--- config.mk ---
export PLATFORM = sky130hd
export DESIGN_NAME = btn_conditioner
export DESIGN_NICKNAME = d
export VERILOG_FILES = /design/src/rtl/btn_conditioner.sv
export SDC_FILE = /design/constraint.sdc
export NUM_CORES = 1
export LEC_CHECK = 0
export ABC_AREA = 1
export CORE_MARGIN = 2
export CORE_UTILIZATION = 55
export CTS_CLUSTER_SIZE = 25
export DETAILED_ROUTE_END_ITERATION = 8
export HOLD_SLACK_MARGIN = 0.06
export PLACE_DENSITY = 0.86
export SYNTH_ARGS = -nofsm -noshare
export SYNTH_HDL_FRONTEND = slang
export SYNTH_SLANG_ARGS = --single-unit
--- constraint.sdc ---
create_clock -name clk -period 3.5 [get_ports clk]
set_clock_uncertainty 0.05 [all_clocks]
set_input_delay 0.35 -clock clk [delete_from_list [all_inputs] [get_ports clk]]
set_output_delay 0.35 -clock clk [all_outputs]
set_load 0.01 [all_outputs]
--- src/rtl/btn_conditioner.sv ---
// Front-panel button conditioner: synchronise, debounce, press/release pulses and per-channel
// auto-repeat, plus slide switches captured on the sample tick.
//   state | meaning
//   IDLE  | debounced level low
//   WAIT  | held, counting down the initial repeat delay
//   RPT   | held, stepping every REPEAT_RATE ticks
module btn_conditioner #(
    parameter int                 NUM_BTN        = 5,
    parameter int                 DIV_WIDTH      = 17,
    parameter int                 STABLE_SAMPLES = 3,
    parameter int                 REPEAT_DELAY   = 381,
    parameter int                 REPEAT_RATE    = 76,
    parameter logic [NUM_BTN-1:0] REPEAT_EN      = 5'b11110,
    parameter int                 SW_WIDTH       = 8
) (
    input  logic                clk,
    input  logic                rst_n,
    input  logic [NUM_BTN-1:0]  i_btn,
    input  logic [SW_WIDTH-1:0] i_sw,
    output logic                o_tick,
    output logic [NUM_BTN-1:0]  o_level,
    output logic [NUM_BTN-1:0]  o_press,
    output logic [NUM_BTN-1:0]  o_release,
    output logic [NUM_BTN-1:0]  o_step,
    output logic [SW_WIDTH-1:0] o_sw
);
    typedef enum logic [1:0] {S_IDLE = 2'd0, S_WAIT = 2'd1, S_RPT = 2'd2} state_t;

    logic [DIV_WIDTH-1:0] r_div;
    logic                 r_tick;
    logic [NUM_BTN-1:0]   r_sync1;
    logic [NUM_BTN-1:0]   r_sync2;
    logic [SW_WIDTH-1:0]  r_sw;
    logic                 w_tk;

    assign w_tk = (r_div == '1);

    always_ff @(posedge clk or negedge rst_n) begin
        if (!rst_n) begin
            r_div   <= '0;
            r_tick  <= 1'b0;
            r_sync1 <= '0;
            r_sync2 <= '0;
            r_sw    <= '0;
        end else begin
            r_div   <= r_div + DIV_WIDTH'(1);
            r_tick  <= w_tk;
            r_sync1 <= i_btn;
            r_sync2 <= r_sync1;
            if (w_tk) r_sw <= i_sw;
        end
    end

    assign o_tick = r_tick;
    assign o_sw   = r_sw;

    for (genvar g = 0; g < NUM_BTN; g++) begin : g_ch
        logic [STABLE_SAMPLES-1:0] r_hist;
        logic [STABLE_SAMPLES-1:0] w_hist_next;
        logic                      r_level;
        logic                      r_press;
        logic                      r_release;
        logic                      r_rpt;
        state_t                    r_state;
        state_t                    w_state_next;
        logic [9:0]                r_rc;
        logic [9:0]                w_rc_next;
        logic                      w_rpt;
        logic                      w_rise;
        logic                      w_fall;

        // The level decision looks at the history including this tick's sample.
        assign w_hist_next = {r_hist[STABLE_SAMPLES-2:0], r_sync2[g]};
        assign w_rise      = w_tk & (&w_hist_next) & ~r_level;
        assign w_fall      = w_tk & ~(|w_hist_next) & r_level;

        always_ff @(posedge clk or negedge rst_n) begin
            if (!rst_n) begin
                r_hist    <= '0;
                r_level   <= 1'b0;
                r_press   <= 1'b0;
                r_release <= 1'b0;
                r_rpt     <= 1'b0;
                r_state   <= S_IDLE;
                r_rc      <= '0;
            end else begin
                if (w_tk) r_hist <= w_hist_next;
                if (w_rise)      r_level <= 1'b1;
                else if (w_fall) r_level <= 1'b0;
                r_press   <= w_rise;
                r_release <= w_fall;
                r_rpt     <= w_rpt;
                r_state   <= w_state_next;
                r_rc      <= w_rc_next;
            end
        end

        always_comb begin
            w_state_next = r_state;
            w_rc_next    = r_rc;
            w_rpt        = 1'b0;
            if (w_fall) begin
                w_state_next = S_IDLE;
                w_rc_next    = '0;
            end else begin
                case (r_state)
                    S_IDLE: begin
                        if (w_rise) begin
                            w_state_next = S_WAIT;
                            w_rc_next    = 10'(REPEAT_DELAY);
                        end
                    end
                    S_WAIT, S_RPT: begin
                        // Reload at 1 so the counter never reaches 0 while held.
                        if (w_tk && REPEAT_EN[g]) begin
                            if (r_rc <= 10'd1) begin
                                w_rpt        = 1'b1;
                                w_rc_next    = 10'(REPEAT_RATE);
                                w_state_next = S_RPT;
                            end else begin
                                w_rc_next = r_rc - 10'd1;
                            end
                        end
                    end
                    default: w_state_next = S_IDLE;
                endcase
            end
        end

        assign o_level[g]   = r_level;
        assign o_press[g]   = r_press;
        assign o_release[g] = r_release;
        assign o_step[g]    = r_press | r_rpt;
    end
endmodule

; Yosys cells after proc, flatten, opt, wreduce, memory -nomap -nowiden
; Index checks and enable logic that the tools add are counted.
[totals]
ff_bits = 113
in_bits = 15
output_inout_bits = 29
word_cells = 202
[op_classes]
add_sub_neg = 5
n_lt_le_gt_ge = 4
n_eq_ne = 21
mux = 66
n_bitwise = 34
reduce_logical = 35
[ops]
columns = operator, n
row1 = two-way mux 10 bit, 16
row2 = one-hot mux 10 bit (2 select lines), 4
row3 = <= comparator 10 x 1 -> 1 bit (second input constant), 4
row4 = subtractor 10 x 1 -> 10 bit (second input constant), 4
row5 = AND reduction 3 bit, 13
row6 = != test 3 bit (second input constant), 12
row7 = two-way mux 2 bit, 16
row8 = two-way mux 1 bit, 26
row9 = bitwise AND 1 bit, 20
row10 = adder 17 x 1 -> 17 bit (second input constant), 1
row11 = equality test 17 bit (second input constant), 1
row12 = one-hot mux 2 bit (2 select lines), 4
row13 = OR reduction 3 bit, 5
row14 = nonzero test 3 bit, 4
row15 = inverter 1 bit, 10
row16 = nonzero test 2 bit, 5
row17 = equality test 2 x 1 -> 1 bit (second input constant), 4
row18 = equality test 2 bit (second input constant), 4
row19 = zero test 2 bit, 4
row20 = OR reduction 2 bit, 4
row21 = bitwise OR 1 bit, 4

; Longest topological paths before layout
; Gate-level depths: netlist (run 1).
[logic_depth]
word_depth = 6
depth_mapped = 19
ltp_nobuf = 17

; Worst setup path after synthesis (run 1)
; OpenSTA, ideal clock, no wires.
[synth_path]
path_kind = flip-flop to flip-flop
start = reg r_div[0]
end = reg g_ch[2].r_rc[0]
setup_time_ns = 0.074
t_arrival_ns = 2.208
slack_ns = 1.168
path_stages_with_launch = 19
path_buffers = 2
synth_period_minus_slack_ns = 2.332
path_cell_list = dfrtp_1 ha_1 nand3_1 nor2_1 nand2_1 nor3_1 nand4_1 nor2_1 ha_1 buf_4 buf_8 nand2_2 nor2_2 nand3_2 nand3_2 nand3_4 clkinv_4 nand2_4 o21ai_2
[synth_via]
elab_chain_len = 5
word_cells_on_any_way = 10
classes_between = eq/ne (3) / mux (1) / bitwise (4) / reduce/logical (2)
[synth_lines]
columns = item, line
row1 = start: declaration, 29  ; logic [DIV_WIDTH-1:0] r_div;
row2 = start signal: assignment, 46  ; r_div <= r_div + DIV_WIDTH'(1);
row3 = equality test 17 bit (*), 36  ; assign w_tk = (r_div == '1);
row4 = net w_tk, 34  ; logic w_tk;
row5 = bitwise AND 1 bit (on tied branches) (2 in a row), "74, 75"
row6 = != test 3 bit (no line) or nonzero test 3 bit (tied branches), --
row7 = AND reduction 3 bit (no line), --
row8 = end signal: assignment, 94  ; r_rc <= w_rc_next;
row9 = end: declaration, 66  ; logic [9:0] r_rc;
; The timed path passes the listed nets; every way through them passes the cells marked *.
; A chain may end at the register's enable or synchronous reset.

; Worst setup path in the final report (run 1)
[layout_path]
start = reg r_div[0]
end = reg g_ch[4].r_rc[6]
[layout_via]
elab_chain_len = 5
word_cells_on_any_way = 10
classes_between = eq/ne (3) / mux (1) / bitwise (4) / reduce/logical (2)
[layout_lines]
columns = item, line
row1 = equality test 17 bit (*), 36
row2 = net w_tk, 34
row3 = bitwise AND 1 bit (on tied branches) (2 in a row), "74, 75"
row4 = != test 3 bit (no line) or nonzero test 3 bit (tied branches), --
row5 = AND reduction 3 bit (no line), --
row6 = end signal: assignment, 94
row7 = end: declaration, 66
; Marks and branches as above.

==> metrics.yaml, run 1 <==
worstPathCellList: "ha_1 > nand3_1 > nor2_1 > nand2_1 > nor3_1 > nand4_1 > nor2_1 > ha_1 > buf_4 > nand2_1 > nor2_2 > nand2_2 > nand3_1 > nand2_2 > nor2_4 > nand2_2 > o22ai_1"
clkSinkCount: 113
antenna_left: 0
final.period_utilization: 0.8190
synth_area_per_cell_um2: 8.263
post-route-util: 0.6624
vias: 4659
synth-edff-count: 0
cp_common_cell: "sky130_fd_sc_hd__nand2_2"
cts_root_buf: "sky130_fd_sc_hd__clkbuf_8"
timing.final.setup_violations: 0
mappedNetlistNets: 731
average_wire_per_cell_in_the_routed_design_um: 13.33
power_density_nw_per_um2: 426.2
netlist-cell-type-count: 35
drcViolationCount: 0
final_nets: 774
effective_utilization_at_floorplan: 0.5644
max-clock-path-buffers: 2
hp-class: "in -> reg"
tightestPinTransition_ps: 879.3
postRouteWirelength_mm: 11.91
max_clock_freq_mhz: 348.9
core_area_um2: 10280
final-hold-violation-count: 0
crit_type: "reg -> reg"
ir_drop_uv: 383.7
outcome: "finished, final reports clean"
grt_max_degree: 72
grt_pass1_wl_mm: 20.73
cts-htree-levels: 4
cts.reportedPaths.clkPinSlew_ps: 50
drt_iter0_markers: 251
crit_slowest_cell: "sky130_fd_sc_hd__dfrtp_1"
ff_latch_area_um2: 2828
async_flop_share: 1.000
period_needed_ps: 2866
syn-instance-count: 702
crit_required_ps: 3880
worstPathMaxFanout: 15
chipHeight_um: 106.7
critical_path.top_delay_family: "simple AND/OR/NAND/NOR gates"
yosysWarningCount: 0
worst-path-buf-inv: 1
max_cap_viol_count: 0
vias_in_the_first_global_route: 4801
multi_input_comb_area_um2: 2472
drive_above_1_share: 0.1123
timing.max_slew.rel_slack: 0.4138
cp_data_arrival_time_ps: 3250
rows: 37
rsz0062_at_grt: "no"
n_fill_cell: 788
hpwlAfterDp_mm: 8.190
globalplace.congestion: 0.8876
avgViaCountPerCell: 5.217
timing.critical_path.from_type: "register"
drv_slew: 0
leak_pwr_nw: 3.453
area_growth_from_synthesis_to_layout_pct: 17.36
io_buffer_count: 43
synth_ff_type: "sky130_fd_sc_hd__dfrtp_1"
ioPinCount: 44
worstSetupEndpointType: "register"
die-area_um2: 11380
worst_skew_pair.late_latency_ps: 520
synth_sequential_area_ratio: 0.4875
cts_buffers: 17
fin_setup_tns_ps: 0
delay_of_the_slowest_cell_on_the_worst_path_ps: 370
cts_tree: "built"
timing.final.ws_setup_ps: 633.5
drt_pass1_iterations: 5
globalRoute.totalOverflow: 0
hold_slack_ps: 221.2
antenna-diode-count: 0
global_router_s_overall_resource_usage: 0.2289
pre_cts_slack_ps: 668.1
chipWidth_um: 106.7
mappedNetlistArea_um2: 5801
synth_seq_cells: 113
number_of_antenna_violations_at_the_first_check_in_global_routing: 0
==> power by group <==
part	switching, mW	internal [mW]	total (mW)
clock network	0.577	0.963	1.54
registers	0.00353	1.31	1.32
logic	0.0271	0.0167	0.0438
total	0.608	2.29	2.90
==> layer usage <==
layer | share of wire | up-vias | track usage
met5 | 0 | - | 0
met4 | 0.021 | 0 | 0.1150
met3 | 0.046 | 28 | 0.04863
met2 | 0.51 | 137 | 0.4004
met1 | 0.42 | 2213 | 0.2655
li1 | - | 2281 | -
==> cell usage after synthesis (8+ instances only) <==
| master | number | area share |
|---|---|---|
| sky130_fd_sc_hd__xnor2_1 | 11 | 0.017 |
| sky130_fd_sc_hd__nand2_2 | 12 | 0.013 |
| sky130_fd_sc_hd__nor2_1 | 76 | 0.049 |
| sky130_fd_sc_hd__dfrtp_1 | 113 | 0.49 |
| sky130_fd_sc_hd__nand2_1 | 195 | 0.13 |
| sky130_fd_sc_hd__nand3_2 | 8 | 0.014 |
| sky130_fd_sc_hd__o21ai_1 | 14 | 0.012 |
| sky130_fd_sc_hd__nand3_1 | 44 | 0.038 |
| sky130_fd_sc_hd__o21ai_0 | 27 | 0.023 |
| sky130_fd_sc_hd__inv_1 | 78 | 0.050 |
| sky130_fd_sc_hd__xor2_1 | 15 | 0.023 |
| sky130_fd_sc_hd__ha_1 | 14 | 0.030 |
| sky130_fd_sc_hd__buf_4 | 17 | 0.022 |
| sky130_fd_sc_hd__a21oi_1 | 12 | 0.010 |
| sky130_fd_sc_hd__nor3_1 | 9 | 0.0078 |
==> registers in the layout, indices dropped and copies added, names as in the netlist <==
register and flops:
g_ch.r_hist 10, g_ch.r_level 5, g_ch.r_press 5, g_ch.r_rc 40, g_ch.r_release 5, g_ch.r_rpt 4
g_ch.r_state 8, o_sw 8, o_tick 1, r_div 17, r_sync1 5, r_sync2 5
==> timing repair <==
action,4_1_cts,5_1_grt
hold buffers,1,0
setup buffers,0,0
hold endpoints to repair,70,0
gates resized for setup,0,0
==> per-stage QoR <==
step	power, mW	std cells	instance area, um^2
global route	2.991	893	6808
CTS	2.932	893	6808
finish	2.901	893	6808
detailed placement	1.384	861	6262
global placement	1.383	861	6262
floorplan	1.340	702	5801
==> final timing paths <==
kind	startpoint	end	slack [ps]	cells after the start
hold / removal	i_btn[3]	r_sync1[3]	220	1
setup reg to reg	r_div[0]	g_ch[4].r_rc[6]	630	17
hold reg to reg	r_sync1[3]	r_sync2[3]	300	0
max in group asynchronous	rst_n	g_ch[3].r_rc[0]	2230	3
setup / recovery	r_div[0]	g_ch[4].r_rc[6]	630	17
min in group asynchronous	rst_n	o_sw[3]	440	2
==> cells in the final DEF (no fill, tap or decap), types with 4 or more instances in the layout <==
cell,synthesis,layout
sky130_fd_sc_hd__nor3_1,9,9
sky130_fd_sc_hd__inv_2,5,5
sky130_fd_sc_hd__or2_2,4,4
sky130_fd_sc_hd__nor2_2,6,6
sky130_fd_sc_hd__o22ai_1,4,4
sky130_fd_sc_hd__inv_1,78,78
sky130_fd_sc_hd__clkinvlp_4,0,4
sky130_fd_sc_hd__dfrtp_1,113,113
sky130_fd_sc_hd__nand4_1,6,6
sky130_fd_sc_hd__nand3_4,4,4
sky130_fd_sc_hd__nand2_2,12,12
sky130_fd_sc_hd__a21oi_1,12,12
sky130_fd_sc_hd__xor2_1,15,15
sky130_fd_sc_hd__o21ai_0,27,27
sky130_fd_sc_hd__xnor2_1,11,11
sky130_fd_sc_hd__o21ai_1,14,14
sky130_fd_sc_hd__nor2_1,76,76
sky130_fd_sc_hd__o21ai_2,6,6
sky130_fd_sc_hd__clkdlybuf4s50_1,0,42
sky130_fd_sc_hd__clkinv_2,0,6
sky130_fd_sc_hd__nand2_1,195,195
sky130_fd_sc_hd__ha_1,14,14
sky130_fd_sc_hd__clkbuf_16,0,16
sky130_fd_sc_hd__nand3_2,8,8
sky130_fd_sc_hd__nand3_1,44,44
==> area by class of cell <==
class / count / area share
sequential: 113 / 0.4154
multi-input combinational: 481 / 0.3632
timing repair buffer: 47 / 0.06947
clock buffer: 20 / 0.06543
inverter: 85 / 0.04834
tap: 136 / 0.02500
clock inverter: 11 / 0.01323
==> kinds of logic (layout without fill, tap and decap cells) <==
logic type                 Yosys count  after routing  synth area share
AOI/OAI and AO/OA                   69             69           0.06687
xor gates and xnor gates            26             26           0.03926
adders and majority gates           14             14           0.03020
buffers and inverters              108            163           0.08628
DFF                                113            113            0.4875
and+or+nand+nor                    372            372            0.2899
Power figures use the tool's default switching activity.
==> run 2, diff against run 1 <==
- clock period: 3.5 -> 3 ns (I/O delays scaled with it)
==> metrics.yaml, run 2 (synthesis results as in run 1) <==
outcome: "finished, final reports clean"
postRouteWirelength_mm: 12.43  # +4.4%
tightestPinTransition_ps: 636.2  # -243.1 ps
worst_skew_pair.late_latency_ps: 520  # about the same
max_cap_viol_count: 0  # unchanged
drv_slew: 0  # unchanged
power_density_nw_per_um2: 529.8  # +24%
cts_buffers: 17  # unchanged
layout_commonest_cell: "sky130_fd_sc_hd__nand2_1"
top_register: "g_ch.r_rc"
vias_in_the_first_global_route: 4784  # -0.35%
period_needed_ps: 2792  # -74.28 ps
worstSetupEndpointType: "register"
chipWidth_um: 106.7  # unchanged
global_router_s_overall_resource_usage: 0.2381  # +0.009216
drt_pass1_iterations: 5  # unchanged
average_wire_per_cell_in_the_routed_design_um: 13.87  # +4.1%
hpwlAfterDp_mm: 8.421  # +2.8%
grt_pass1_wl_mm: 21.47  # +3.5%
ir_drop_uv: 562.3  # +47%
cts.reportedPaths.clkPinSlew_ps: 60  # about the same
timing.critical_path.from_type: "register"
timing.final.setup_violations: 0  # unchanged
clkSinkCount: 113  # unchanged
leak_pwr_nw: 3.499  # +1.3%
drive_above_1_share: 0.1197  # +0.007452
antenna_left: 0  # unchanged
core_area_um2: 10280  # unchanged
globalRoute.totalOverflow: 0  # unchanged
rsz0062_at_grt: "yes"
avgViaCountPerCell: 5.271  # +1.0%
biggestRegsByFlops: "g_ch.r_rc x40, r_div x17, g_ch.r_hist x10"
worstPathCellList: "ha_1 > nand3_1 > nor2_2 > nand2_1 > nor3_1 > nand4_1 > nor2_2 > ha_4 > buf_12 > nand2_1 > nor2_2 > nand2_2 > nand3_2 > nand3_4 > inv_4 > nand2_2 > o21ai_1"
drcViolationCount: 0  # unchanged
drt_iter0_markers: 295  # +18%
timing.max_slew.rel_slack: 0.5759  # +0.1621
vias: 4723  # +1.4%
cts_root_buf: "sky130_fd_sc_hd__clkbuf_8"
largest_register_ff_count: 40  # unchanged
crit_type: "reg -> reg"
cts_tree: "built"
chipHeight_um: 106.7  # unchanged
place.detailed.instances: 862  # +0.12%
hp-class: "in -> reg"
layout_common_cells: "194 x sky130_fd_sc_hd__nand2_1, 113 x sky130_fd_sc_hd__dfrtp_1, 78 x sky130_fd_sc_hd__inv_1"
delay_of_the_slowest_cell_on_the_worst_path_ps: 360  # about the same
crit_required_ps: 3380  # -500 ps
cp_data_arrival_time_ps: 3170  # -80 ps
rows: 37  # unchanged
antenna-diode-count: 0  # unchanged
ioPinCount: 44  # unchanged
max_clock_freq_mhz: 358.1  # +2.7%
final-hold-violation-count: 0  # unchanged
final.period_utilization: 0.9307  # +0.1117
cts-htree-levels: 4  # unchanged
worstPathMaxFanout: 13  # -2
globalplace.congestion: 0.8908  # +0.36%
grt_max_degree: 64  # -11%
post-cts-setup-buffer-count: 0  # unchanged
area_growth_from_synthesis_to_layout_pct: 20.10
max-clock-path-buffers: 2  # unchanged
fin_setup_tns_ps: 0  # unchanged
crit_slowest_cell: "sky130_fd_sc_hd__dfrtp_1"
p_total_mw: 3.691  # +27%
finalNonFillerCells: 896  # +0.34%
cp_common_cell: "sky130_fd_sc_hd__nor2_2"
final_nets: 776  # +0.26%
die-area_um2: 11380  # unchanged
effective_utilization_at_floorplan: 0.5644  # unchanged
io_buffer_count: 43  # unchanged
number_of_antenna_violations_at_the_first_check_in_global_routing: 0  # unchanged
[run 2: changes by cell type in the layout (fill, tap and decap cells not counted), moves of 2 or more]
cell                        before  now
sky130_fd_sc_hd__nor2_1         76   74
sky130_fd_sc_hd__clkbuf_8        3    5
sky130_fd_sc_hd__bufinv_16       1    4
sky130_fd_sc_hd__clkinv_2        6    2
[run 2: final cells by class]
type | count | area, um^2
Clock buffer | 23 | 476.7
Clock inverter | 9 | 152.6
Fill cell | 758 | 3311
Inverter | 85 | 331.6
Multi-Input combinational cell | 482 | 2515
Sequential cell | 113 | 2828
Tap cell | 136 | 170.2
Timing Repair Buffer | 48 | 493.0
[run 2: worst max-delay path: cells and delay by family, from the launching register on]
family          cells  cell delay, ps
flops               1             360
fa+ha+maj           2             400
simple gates       12            1440
buf+inv             2             270
compound gates      1             170
[run 2: stage by stage]
stage               hold slack [ps]  worst slack (ps)  utilization  instance area (um^2)
global placement              282.2             322.1       0.6113                  6282
global route                  145.0            -50.53       0.6779                  6967
CTS                           142.7             20.33       0.6735                  6922
detailed placement            287.9             134.5       0.6113                  6282
finish                        164.6             207.8       0.6779                  6967
floorplan                    -45.59             668.4            -                  5801
[run 2: worst paths after layout]
kind | start | endpoint | slack [ps] | depth (start not counted)
hold / removal | i_btn[3] | r_sync1[3] | 160 | 1
setup / recovery | r_div[0] | g_ch[3].r_rc[4] | 210 | 17
setup reg to reg | r_div[0] | g_ch[3].r_rc[4] | 210 | 17
max in group asynchronous | rst_n | g_ch[2].r_state[0] | 1870 | 3
min in group asynchronous | rst_n | o_sw[6] | 290 | 2
hold reg to reg | r_sync1[1] | r_sync2[1] | 300 | 0
[run 2: layer usage]
layer  wire length [um]  global-route usage  part of all wire  vias up
li1                   -                   -                 -     2310
met1               5161              0.2787              0.42     2253
met2               6483              0.4186              0.52      135
met3                583             0.06261             0.047       25
met4                201             0.09091             0.016        0
met5                  0                   0                 0        -
[run 2: timing repair]
action | in CTS | in global routing
endpoints found under the hold margin | 50 | 0
endpoints found under the setup margin | 0 | 49
hold buffers | 1 | 0
resized for setup | 0 | 8
[run 2: power breakdown]
group          switching (mW)  internal [mW]  leakage, nW
Sequential            0.00430           1.53         1.50
Clock                   0.670           1.43        0.300
Combinational          0.0315         0.0195         1.70
